<file path="src/rtl/anim_pkg.sv">
`default_nettype none
// ============================================================================
// Module   : anim_pkg
// Brief    : shared types and video constants for animated sprite stages
// Revision : 1.0
// ============================================================================
package anim_pkg;

    typedef enum logic [1:0] {
        ANIM_LOOP     = 2'd0,
        ANIM_PINGPONG = 2'd1,
        ANIM_ONESHOT  = 2'd2
    } anim_mode_t;

    typedef enum logic [1:0] {
        IDLE = 2'd0,
        RUN  = 2'd1,
        HOLD = 2'd2
    } anim_state_t;

    localparam int HOR_TOTAL = 1344;
    localparam int VER_TOTAL = 806;

    // Width of an index able to hold 0..n-1, never narrower than one bit.
    function automatic int idx_bits(input int n);
        return (n > 1) ? $clog2(n) : 1;
    endfunction

endpackage
`default_nettype wire

</file>
<file path="src/rtl/vga_if.sv">
`default_nettype none
// ============================================================================
// Module   : vga_if
// Brief    : VGA timing plus rgb bundle passed between pipeline stages
// Revision : 1.0
// ============================================================================
interface vga_if;
    logic [10:0] vcount;
    logic        vsync;
    logic        vblnk;
    logic [10:0] hcount;
    logic        hsync;
    logic        hblnk;
    logic [11:0] rgb;

    modport in  (input  vcount, vsync, vblnk, hcount, hsync, hblnk, rgb);
    modport out (output vcount, vsync, vblnk, hcount, hsync, hblnk, rgb);
endinterface
`default_nettype wire

</file>
<file path="src/rtl/vga_delay.sv">
`default_nettype none
// ============================================================================
// Module   : vga_delay
// Brief    : DEPTH-cycle register delay line for VGA timing and rgb
// Revision : 1.0
// ============================================================================
module vga_delay #(
    parameter int DEPTH = 2
) (
    input  logic clk,
    input  logic rst,
    vga_if.in    in,
    vga_if.out   out
);
    localparam int W = 38;

    logic [W-1:0] w_in;
    logic [W-1:0] r_pipe [DEPTH];

    assign w_in = {in.vcount, in.vsync, in.vblnk, in.hcount, in.hsync, in.hblnk, in.rgb};

    always_ff @(posedge clk or posedge rst) begin
        if (rst) begin
            for (int i = 0; i < DEPTH; i++) begin
                r_pipe[i] <= '0;
            end
        end else begin
            r_pipe[0] <= w_in;
            for (int i = 1; i < DEPTH; i++) begin
                r_pipe[i] <= r_pipe[i-1];
            end
        end
    end

    assign {out.vcount, out.vsync, out.vblnk, out.hcount, out.hsync, out.hblnk, out.rgb} =
        r_pipe[DEPTH-1];

endmodule
`default_nettype wire

</file>
<file path="src/rtl/anim_sprite.sv">
`default_nettype none
// ============================================================================
// Module   : anim_sprite
// Brief    : animated, scalable, colour-keyed sprite overlay stage
// Revision : 1.0
// ============================================================================
module anim_sprite
    import anim_pkg::*;
#(
    parameter int          SPRITE_W    = 32,
    parameter int          SPRITE_H    = 32,
    parameter int          FRAMES      = 4,
    parameter int          ADDR_BITS   = 12,
    parameter int          FRAME_TICKS = 8,
    parameter int          SCALE_LOG2  = 0,
    parameter logic [11:0] TRANSPARENT = 12'h000,
    parameter anim_mode_t  MODE        = ANIM_LOOP
) (
    input  logic                         clk,
    input  logic                         rst,
    input  logic                         en,
    input  logic                         start,
    input  logic                         mirror,
    input  logic [10:0]                  xpos,
    input  logic [10:0]                  ypos,
    output logic [ADDR_BITS-1:0]         pixel_addr,
    input  logic [11:0]                  rgb_pixel,
    output logic [idx_bits(FRAMES)-1:0]  frame_idx,
    output logic                         done,
    vga_if.in                            in,
    vga_if.out                           out
);
    localparam int             FW        = idx_bits(FRAMES);
    localparam int             CW        = idx_bits(FRAME_TICKS);
    localparam logic [FW-1:0]  LAST      = FW'(FRAMES - 1);
    localparam logic [CW-1:0]  CNT_LAST  = CW'(FRAME_TICKS - 1);
    localparam int             FRAME_PIX = SPRITE_W * SPRITE_H;

    anim_state_t    r_state, w_state_nx;
    logic [FW-1:0]  r_frame, w_frame_nx;
    logic [CW-1:0]  r_cnt, w_cnt_nx;
    logic           r_dir_up, w_dir_nx;
    logic           r_done, w_done_nx;
    logic           r_vsync_q;
    logic           w_tick;
    logic           w_step;

    assign w_tick    = in.vsync & ~r_vsync_q;
    assign frame_idx = r_frame;
    assign done      = r_done;

    always_ff @(posedge clk or posedge rst) begin
        if (rst) begin
            r_state   <= IDLE;
            r_frame   <= '0;
            r_cnt     <= '0;
            r_dir_up  <= 1'b1;
            r_done    <= 1'b0;
            r_vsync_q <= 1'b0;
        end else begin
            r_state   <= w_state_nx;
            r_frame   <= w_frame_nx;
            r_cnt     <= w_cnt_nx;
            r_dir_up  <= w_dir_nx;
            r_done    <= w_done_nx;
            r_vsync_q <= in.vsync;
        end
    end

    // start overrides everything, including a tick in the same cycle.
    always_comb begin
        w_state_nx = r_state;
        w_frame_nx = r_frame;
        w_cnt_nx   = r_cnt;
        w_dir_nx   = r_dir_up;
        w_done_nx  = r_done;
        w_step     = 1'b0;
        if (start) begin
            w_state_nx = RUN;
            w_frame_nx = '0;
            w_cnt_nx   = '0;
            w_dir_nx   = 1'b1;
            w_done_nx  = 1'b0;
        end else if (w_tick) begin
            if (r_cnt == CNT_LAST) begin
                w_cnt_nx = '0;
                w_step   = 1'b1;
            end else begin
                w_cnt_nx = r_cnt + CW'(1);
            end
            if (w_step && (r_state == RUN)) begin
                case (MODE)
                    ANIM_LOOP: begin
                        w_frame_nx = (r_frame == LAST) ? '0 : r_frame + FW'(1);
                    end
                    ANIM_PINGPONG: begin
                        if (FRAMES > 1) begin
                            if (r_dir_up) begin
                                if (r_frame == LAST) begin
                                    w_dir_nx   = 1'b0;
                                    w_frame_nx = r_frame - FW'(1);
                                end else begin
                                    w_frame_nx = r_frame + FW'(1);
                                end
                            end else begin
                                if (r_frame == '0) begin
                                    w_dir_nx   = 1'b1;
                                    w_frame_nx = r_frame + FW'(1);
                                end else begin
                                    w_frame_nx = r_frame - FW'(1);
                                end
                            end
                        end
                    end
                    ANIM_ONESHOT: begin
                        if (r_frame == LAST) begin
                            w_state_nx = HOLD;
                            w_done_nx  = 1'b1;
                        end else begin
                            w_frame_nx = r_frame + FW'(1);
                        end
                    end
                    default: begin
                    end
                endcase
            end
        end
    end

    // Stage 1: sprite-local coordinates and ROM address (12-bit bounds, no wrap).
    logic [11:0]          w_hc, w_vc, w_x, w_y, w_xend, w_yend, w_dx, w_dy;
    logic                 w_inside;
    logic [ADDR_BITS-1:0] w_lx_raw, w_lx, w_ly, w_addr;

    assign w_hc     = {1'b0, in.hcount};
    assign w_vc     = {1'b0, in.vcount};
    assign w_x      = {1'b0, xpos};
    assign w_y      = {1'b0, ypos};
    assign w_xend   = w_x + 12'(SPRITE_W << SCALE_LOG2);
    assign w_yend   = w_y + 12'(SPRITE_H << SCALE_LOG2);
    assign w_inside = (w_hc >= w_x) && (w_hc < w_xend) && (w_vc >= w_y) && (w_vc < w_yend);
    assign w_dx     = w_hc - w_x;
    assign w_dy     = w_vc - w_y;
    assign w_lx_raw = ADDR_BITS'(w_dx >> SCALE_LOG2);
    assign w_ly     = ADDR_BITS'(w_dy >> SCALE_LOG2);
    assign w_lx     = mirror ? (ADDR_BITS'(SPRITE_W - 1) - w_lx_raw) : w_lx_raw;
    assign w_addr   = ADDR_BITS'(FRAME_PIX) * ADDR_BITS'(r_frame)
                    + ADDR_BITS'(SPRITE_W) * w_ly + w_lx;

    logic r_inside_d1, r_en_d1;

    always_ff @(posedge clk or posedge rst) begin
        if (rst) begin
            pixel_addr  <= '0;
            r_inside_d1 <= 1'b0;
            r_en_d1     <= 1'b0;
        end else begin
            pixel_addr  <= w_inside ? w_addr : '0;
            r_inside_d1 <= w_inside;
            r_en_d1     <= en;
        end
    end

    vga_if w_d1 ();

    vga_delay #(
        .DEPTH (1)
    ) u_delay (
        .clk (clk),
        .rst (rst),
        .in  (in),
        .out (w_d1)
    );

    // Stage 2: the ROM word for pixel_addr is on rgb_pixel during this cycle.
    logic w_overlay;
    assign w_overlay = r_inside_d1 & r_en_d1 & (rgb_pixel != TRANSPARENT);

    always_ff @(posedge clk or posedge rst) begin
        if (rst) begin
            out.vcount <= '0;
            out.vsync  <= 1'b0;
            out.vblnk  <= 1'b0;
            out.hcount <= '0;
            out.hsync  <= 1'b0;
            out.hblnk  <= 1'b0;
            out.rgb    <= '0;
        end else begin
            out.vcount <= w_d1.vcount;
            out.vsync  <= w_d1.vsync;
            out.vblnk  <= w_d1.vblnk;
            out.hcount <= w_d1.hcount;
            out.hsync  <= w_d1.hsync;
            out.hblnk  <= w_d1.hblnk;
            out.rgb    <= w_overlay ? rgb_pixel : w_d1.rgb;
        end
    end

endmodule
`default_nettype wire

</file>
<file path="src/flat_wrapper.sv">
// flat-port wrapper written by rule: the top's interface ports become plain ports
module anim_sprite_flat import anim_pkg::*;
#(
    parameter int          SPRITE_W    = 32,
    parameter int          SPRITE_H    = 32,
    parameter int          FRAMES      = 4,
    parameter int          ADDR_BITS   = 12,
    parameter int          FRAME_TICKS = 8,
    parameter int          SCALE_LOG2  = 0,
    parameter logic [11:0] TRANSPARENT = 12'h000,
    parameter anim_mode_t  MODE        = ANIM_LOOP
)
  (clk, rst, en, start, mirror, xpos, ypos, pixel_addr, rgb_pixel, frame_idx, done, in_vcount, in_vsync, in_vblnk, in_hcount, in_hsync, in_hblnk, in_rgb, out_vcount, out_vsync, out_vblnk, out_hcount, out_hsync, out_hblnk, out_rgb);
  vga_if in_i ();
  vga_if out_i ();
  input  logic clk;
  input  logic rst;
  input  logic en;
  input  logic start;
  input  logic mirror;
  input  logic [10:0] xpos;
  input  logic [10:0] ypos;
  output logic [ADDR_BITS-1:0] pixel_addr;
  input  logic [11:0] rgb_pixel;
  output logic [idx_bits(FRAMES)-1:0] frame_idx;
  output logic done;
  input wire logic [$bits(in_i.vcount)-1:0] in_vcount;
  input wire logic [$bits(in_i.vsync)-1:0] in_vsync;
  input wire logic [$bits(in_i.vblnk)-1:0] in_vblnk;
  input wire logic [$bits(in_i.hcount)-1:0] in_hcount;
  input wire logic [$bits(in_i.hsync)-1:0] in_hsync;
  input wire logic [$bits(in_i.hblnk)-1:0] in_hblnk;
  input wire logic [$bits(in_i.rgb)-1:0] in_rgb;
  output wire logic [$bits(out_i.vcount)-1:0] out_vcount;
  output wire logic [$bits(out_i.vsync)-1:0] out_vsync;
  output wire logic [$bits(out_i.vblnk)-1:0] out_vblnk;
  output wire logic [$bits(out_i.hcount)-1:0] out_hcount;
  output wire logic [$bits(out_i.hsync)-1:0] out_hsync;
  output wire logic [$bits(out_i.hblnk)-1:0] out_hblnk;
  output wire logic [$bits(out_i.rgb)-1:0] out_rgb;
  assign in_i.vcount = in_vcount;
  assign in_i.vsync = in_vsync;
  assign in_i.vblnk = in_vblnk;
  assign in_i.hcount = in_hcount;
  assign in_i.hsync = in_hsync;
  assign in_i.hblnk = in_hblnk;
  assign in_i.rgb = in_rgb;
  assign out_vcount = out_i.vcount;
  assign out_vsync = out_i.vsync;
  assign out_vblnk = out_i.vblnk;
  assign out_hcount = out_i.hcount;
  assign out_hsync = out_i.hsync;
  assign out_hblnk = out_i.hblnk;
  assign out_rgb = out_i.rgb;
  anim_sprite #(.SPRITE_W(SPRITE_W), .SPRITE_H(SPRITE_H), .FRAMES(FRAMES), .ADDR_BITS(ADDR_BITS), .FRAME_TICKS(FRAME_TICKS), .SCALE_LOG2(SCALE_LOG2), .TRANSPARENT(TRANSPARENT), .MODE(MODE)) u_core (.clk(clk), .rst(rst), .en(en), .start(start), .mirror(mirror), .xpos(xpos), .ypos(ypos), .pixel_addr(pixel_addr), .rgb_pixel(rgb_pixel), .frame_idx(frame_idx), .done(done), .in(in_i), .out(out_i));
endmodule
</file>
<file path="config.mk">
export PLATFORM = sky130hd
export DESIGN_NAME = anim_sprite_flat
export DESIGN_NICKNAME = d
export VERILOG_FILES = /design/src/rtl/anim_pkg.sv /design/src/rtl/vga_if.sv /design/src/rtl/vga_delay.sv /design/src/rtl/anim_sprite.sv /design/src/flat_wrapper.sv
export SDC_FILE = /design/constraint.sdc
export NUM_CORES = 1
export LEC_CHECK = 0
export CORE_ASPECT_RATIO = 1.25
export CORE_MARGIN = 3
export CORE_UTILIZATION = 44
export DETAILED_ROUTE_END_ITERATION = 8
export PLACE_DENSITY = 0.85
export RECOVER_POWER = 100
export SLEW_MARGIN = 10
export SYNTH_ARGS = -nofsm -noshare
export SYNTH_HDL_FRONTEND = slang
export SYNTH_SLANG_ARGS = --single-unit
</file>
<file path="constraint.sdc">
create_clock -name clk -period 2.9 [get_ports clk]
set_input_delay 0.435 -clock clk [delete_from_list [all_inputs] [get_ports clk]]
set_output_delay 0.435 -clock clk [all_outputs]
set_load 0.02 [all_outputs]
</file>
==> flow_summary_export.csv <==
group,metric,value,unit
grt,grt_overflow,0,
clock_network,clockBufferDepth,2,
timing,hold_violations,0,
drt,routed_wl,15300,um
setup_path,cp_max_fo,3,
synth,syn_area,4650,um2
synth,synth.distinct_cells,55,
hold_path,min_path_cells,1,
hold_path,hold_path_class,"input pin to flip-flop",
setup_path,critPathSlowestCell,"fa_1",
floorplan,die-height,121,um
hold_path,min_from,"in_hcount[0]",
clock_network,ctsHoldBuffers,0,
timing,slew_headroom,0.450,
setup_path,r2r_end,"u_core.pixel_addr[11]",
cells_and_area,drive_gt1_frac,0.344,
floorplan,rows,41,
timing,timing.final.crit_period,4280,ps
pwr,ir_drop,290,uV
synth,async_flop_share,1.00,
drt,first_pass_iters,4,
flow_run,maxCapViolations,0,
setup_path,r2r_start,"u_core.frame_idx[0]",
grt,gr-usage-all-layers,0.237,
cells_and_area,finish.utilization,0.755,
setup_path,path_class,"input pin to flip-flop",
cells_and_area,seq_area,2400,um2
placement,place_hpwl,8750,um
floorplan,io_pins,130,
synth,synth_top_area_frac,0.517,
grt,grt_antenna_before_repair,0,
synth,synth_top_cells_by_count,"dfrtp_1 (96), ha_1 (50), inv_1 (37), nor2_1 (27), xnor2_1 (25)",
synth,yosysWarnings,0,
floorplan,core-area,10200,um2
clock_network,cts.reportedPaths.clkPinSlew,70,ps
timing,setup_viol,7,
setup_path,cp_top_family,"adder cells",
grt,grt_pass1_vias,4490,
drt,routedWlPerCell,19.5,um
placement,gp_congestion,0.899,
placement,dpl-instance-area,6830,um2
synth,synth_seq_cells,96,
timing,final.period_utilization,1.48,
floorplan,dieArea,11800,um2
timing,clock_skew,10.6,ps
clock_network,clkSinkCount,96,
setup_path,ff2ff_path_depth,8,
timing,hold_ws,218,ps
clock_network,cts-root-buf,"clkbuf_16",
synth,syn_nets,523,
setup_path,startpoint_type,"input pin",
cells_and_area,multi_input_area,2450,um2
hold_path,min_to,"u_core.u_delay.r_pipe[14]",
outcome,violations,"setup timing",
floorplan,die_w,97.9,um
placement,numPortBuffers,128,
floorplan,start_util,0.455,
clock_network,clk_latency,350,ps
cells_and_area,synthToLayoutAreaGrowth,65.7,%
synth,synth_top_area_cell,"dfrtp_1",
synth,synth_enable_flop_cells,0,
clock_network,numCtsBuffers,9,
synth,avgSynthCellArea,11.9,um2
drt,ant_nets,0,
setup_path,critPathCaptureType,"flip-flop",
synth,syn_inst,392,
timing,max_freq,233,MHz
setup_path,critPathMaxStageDelay,510,ps
cells_and_area,final_cell_area,7710,um2
drt,remaining_drc_errors,0,
grt,grt_max_degree,61,
timing,fin_ws,-1380,ps
synth,yosysMostFrequentCell,"dfrtp_1",
setup_path,reg2reg_slack,310,ps
timing,rsz0062_at_grt,"yes",
cells_and_area,antenna_cells,0,
pwr,leakage,0.00365,uW
setup_path,path_buf_inv,3,
cells_and_area,fillers,592,
clock_network,cts_htree_levels,3,
cells_and_area,nets,780,
placement,dp_slack,-1930,ps
grt,grt_pass1_wl,22000,um
setup_path,critical_path.cell_chain,"buf_12 > inv_12 > ha_4 > inv_4 > fa_2 > nand3_2 > nand2_2 > a21o_1 > a21o_1 > xnor2_2 > nand3_2 > o31ai_4 > xnor2_2 > fa_1 > ha_4 > nand2_1 > o21ai_1 > xnor2_1 > xnor2_1 > and4b_1 > mux2_4",
synth,yosys_most_used_dff,"dfrtp_1",
synth,synthTopCellsByArea,"dfrtp_1 (52%), ha_1 (13%), xnor2_1 (4.7%), inv_1 (3.0%), mux2_2 (2.9%)",
setup_path,cp.arrival,4510,ps
timing,tightest_slew,822,ps
drt,via_count,4099,
outcome,status,"finished, violations left",
setup_path,required,3130,ps
clock_network,cts_tree,"yes",
synth,ys_seq_area_frac,0.517,
drt,drt-initial-drc-count,201,
pwr,powerDensity,538,nW/um2
timing,slew_violations,0,
drt,viasPerCell,5.23,
==> timing repair <==
item,in CTS,in global routing
resized for setup,62,37
setup buffers,32,6
cloned,0,1
endpoints found under the setup margin,12,13
pin swaps,38,24
==> metal layers <==
metal / global-route usage / share of wire / vias to the layer above
li1: - / - / 1862
met1: 0.269 / 0.37 / 1985
met2: 0.428 / 0.53 / 200
met3: 0.0431 / 0.058 / 52
met4: 0.112 / 0.045 / 0
met5: 0 / 0 / -
==> cells by family (layout without fill, tap and decap cells) <==
group	Yosys count	after routing	share of synthesized area
DFF	96	96	0.517
and+or+nand+nor	82	82	0.0885
AOI/OAI and AO/OA	65	65	0.0996
adders and majority gates	54	54	0.152
buffers and inverters	42	304	0.0353
xor gates and xnor gates	36	36	0.0694
muxes	16	16	0.0379
other	1	1	0.000807
==> placed cells by master (no fill, tap or decap), drive strengths merged, types with 4 or more instances in the layout <==
cell type / Yosys / routed
a211oi: 4 / 4
a21o: 11 / 11
a21oi: 17 / 17
a31oi: 5 / 5
buf: 3 / 124
clkbuf: 1 / 10
clkdlybuf4s50: 0 / 109
clkinvlp: 0 / 5
dfrtp: 96 / 96
dlygate4sd2: 0 / 8
dlymetal6s2s: 0 / 7
fa: 4 / 4
ha: 50 / 50
inv: 38 / 40
mux2: 13 / 13
nand2: 13 / 13
nand2b: 4 / 4
nand3: 14 / 14
nor2: 27 / 27
nor3: 9 / 9
o21ai: 10 / 10
xnor2: 26 / 26
xor2: 10 / 10
==> worst reg2reg max path, stage by stage, from the launching register on <==
cell,delay (ps)
dfrtp_1,480
fa_1,670
ha_4,250
a21oi_2,130
o21ai_1,110
xnor2_1,220
xnor2_1,150
and4b_1,210
mux2_4,260
==> metrics by stage <==
stage / TNS (ps) / std cells / total power, uW
final: -5530 / 783 / 4140
after floorplan: -2630 / 392 / 2120
after CTS: -3210 / 776 / 3950
after detailed placement: -10340 / 733 / 2640
after global routing: -6180 / 783 / 4320
after global placement: -9490 / 733 / 2600
==> report_power, final <==
group / leakage, uW / switching, uW / total [uW] / internal, uW
Sequential: 0.00116 / 23.0 / 1430 / 1400
Clock: 0.000128 / 556 / 1150 / 597
Combinational: 0.00237 / 739 / 1560 / 825
Total: 0.00365 / 1320 / 4140 / 2820
==> sequential cells by signal, indices dropped and copies added (netlist names) <==
| signal | flops |
|---|---|
| u_core.r_en_d1 | 1 |
| u_core.out.hsync | 1 |
| u_core.out.hcount | 11 |
| u_core.r_state | 1 |
| u_core.out.rgb | 12 |
| u_core.out.vblnk | 1 |
| u_core.r_cnt | 3 |
| u_core.out.vcount | 11 |
| u_core.frame_idx | 2 |
| u_core.pixel_addr | 12 |
| u_core.out.vsync | 1 |
| u_core.r_inside_d1 | 1 |
| u_core.out.hblnk | 1 |
| u_core.u_delay.r_pipe | 38 |
==> worst max path at each step <==
| stage | from | endpoint | slack (ps) | cells past startpoint |
|---|---|---|---|---|
| after floorplan | in_hcount[0] | u_core.pixel_addr[11] | -1080 | 21 |
| after global routing | in_hcount[0] | u_core.pixel_addr[11] | -1440 | 21 |
| final | in_hcount[0] | u_core.pixel_addr[11] | -1380 | 21 |
| after detailed placement | in_hcount[0] | u_core.pixel_addr[11] | -1930 | 21 |
| after global placement | in_hcount[0] | u_core.pixel_addr[11] | -1810 | 21 |
| after CTS | in_hcount[0] | u_core.pixel_addr[11] | -1060 | 21 |
==> cell type report <==
| class | count | area share |
|---|---|---|
| Clock inverter | 7 | 0.00796 |
| Timing Repair Buffer | 250 | 0.291 |
| Clock buffer | 9 | 0.0292 |
| Inverter | 38 | 0.0209 |
| Multi-Input combinational cell | 254 | 0.318 |
| Tap cell | 129 | 0.0209 |
| Sequential cell | 96 | 0.312 |
Note: power is estimated with default switching activity, not from simulation.
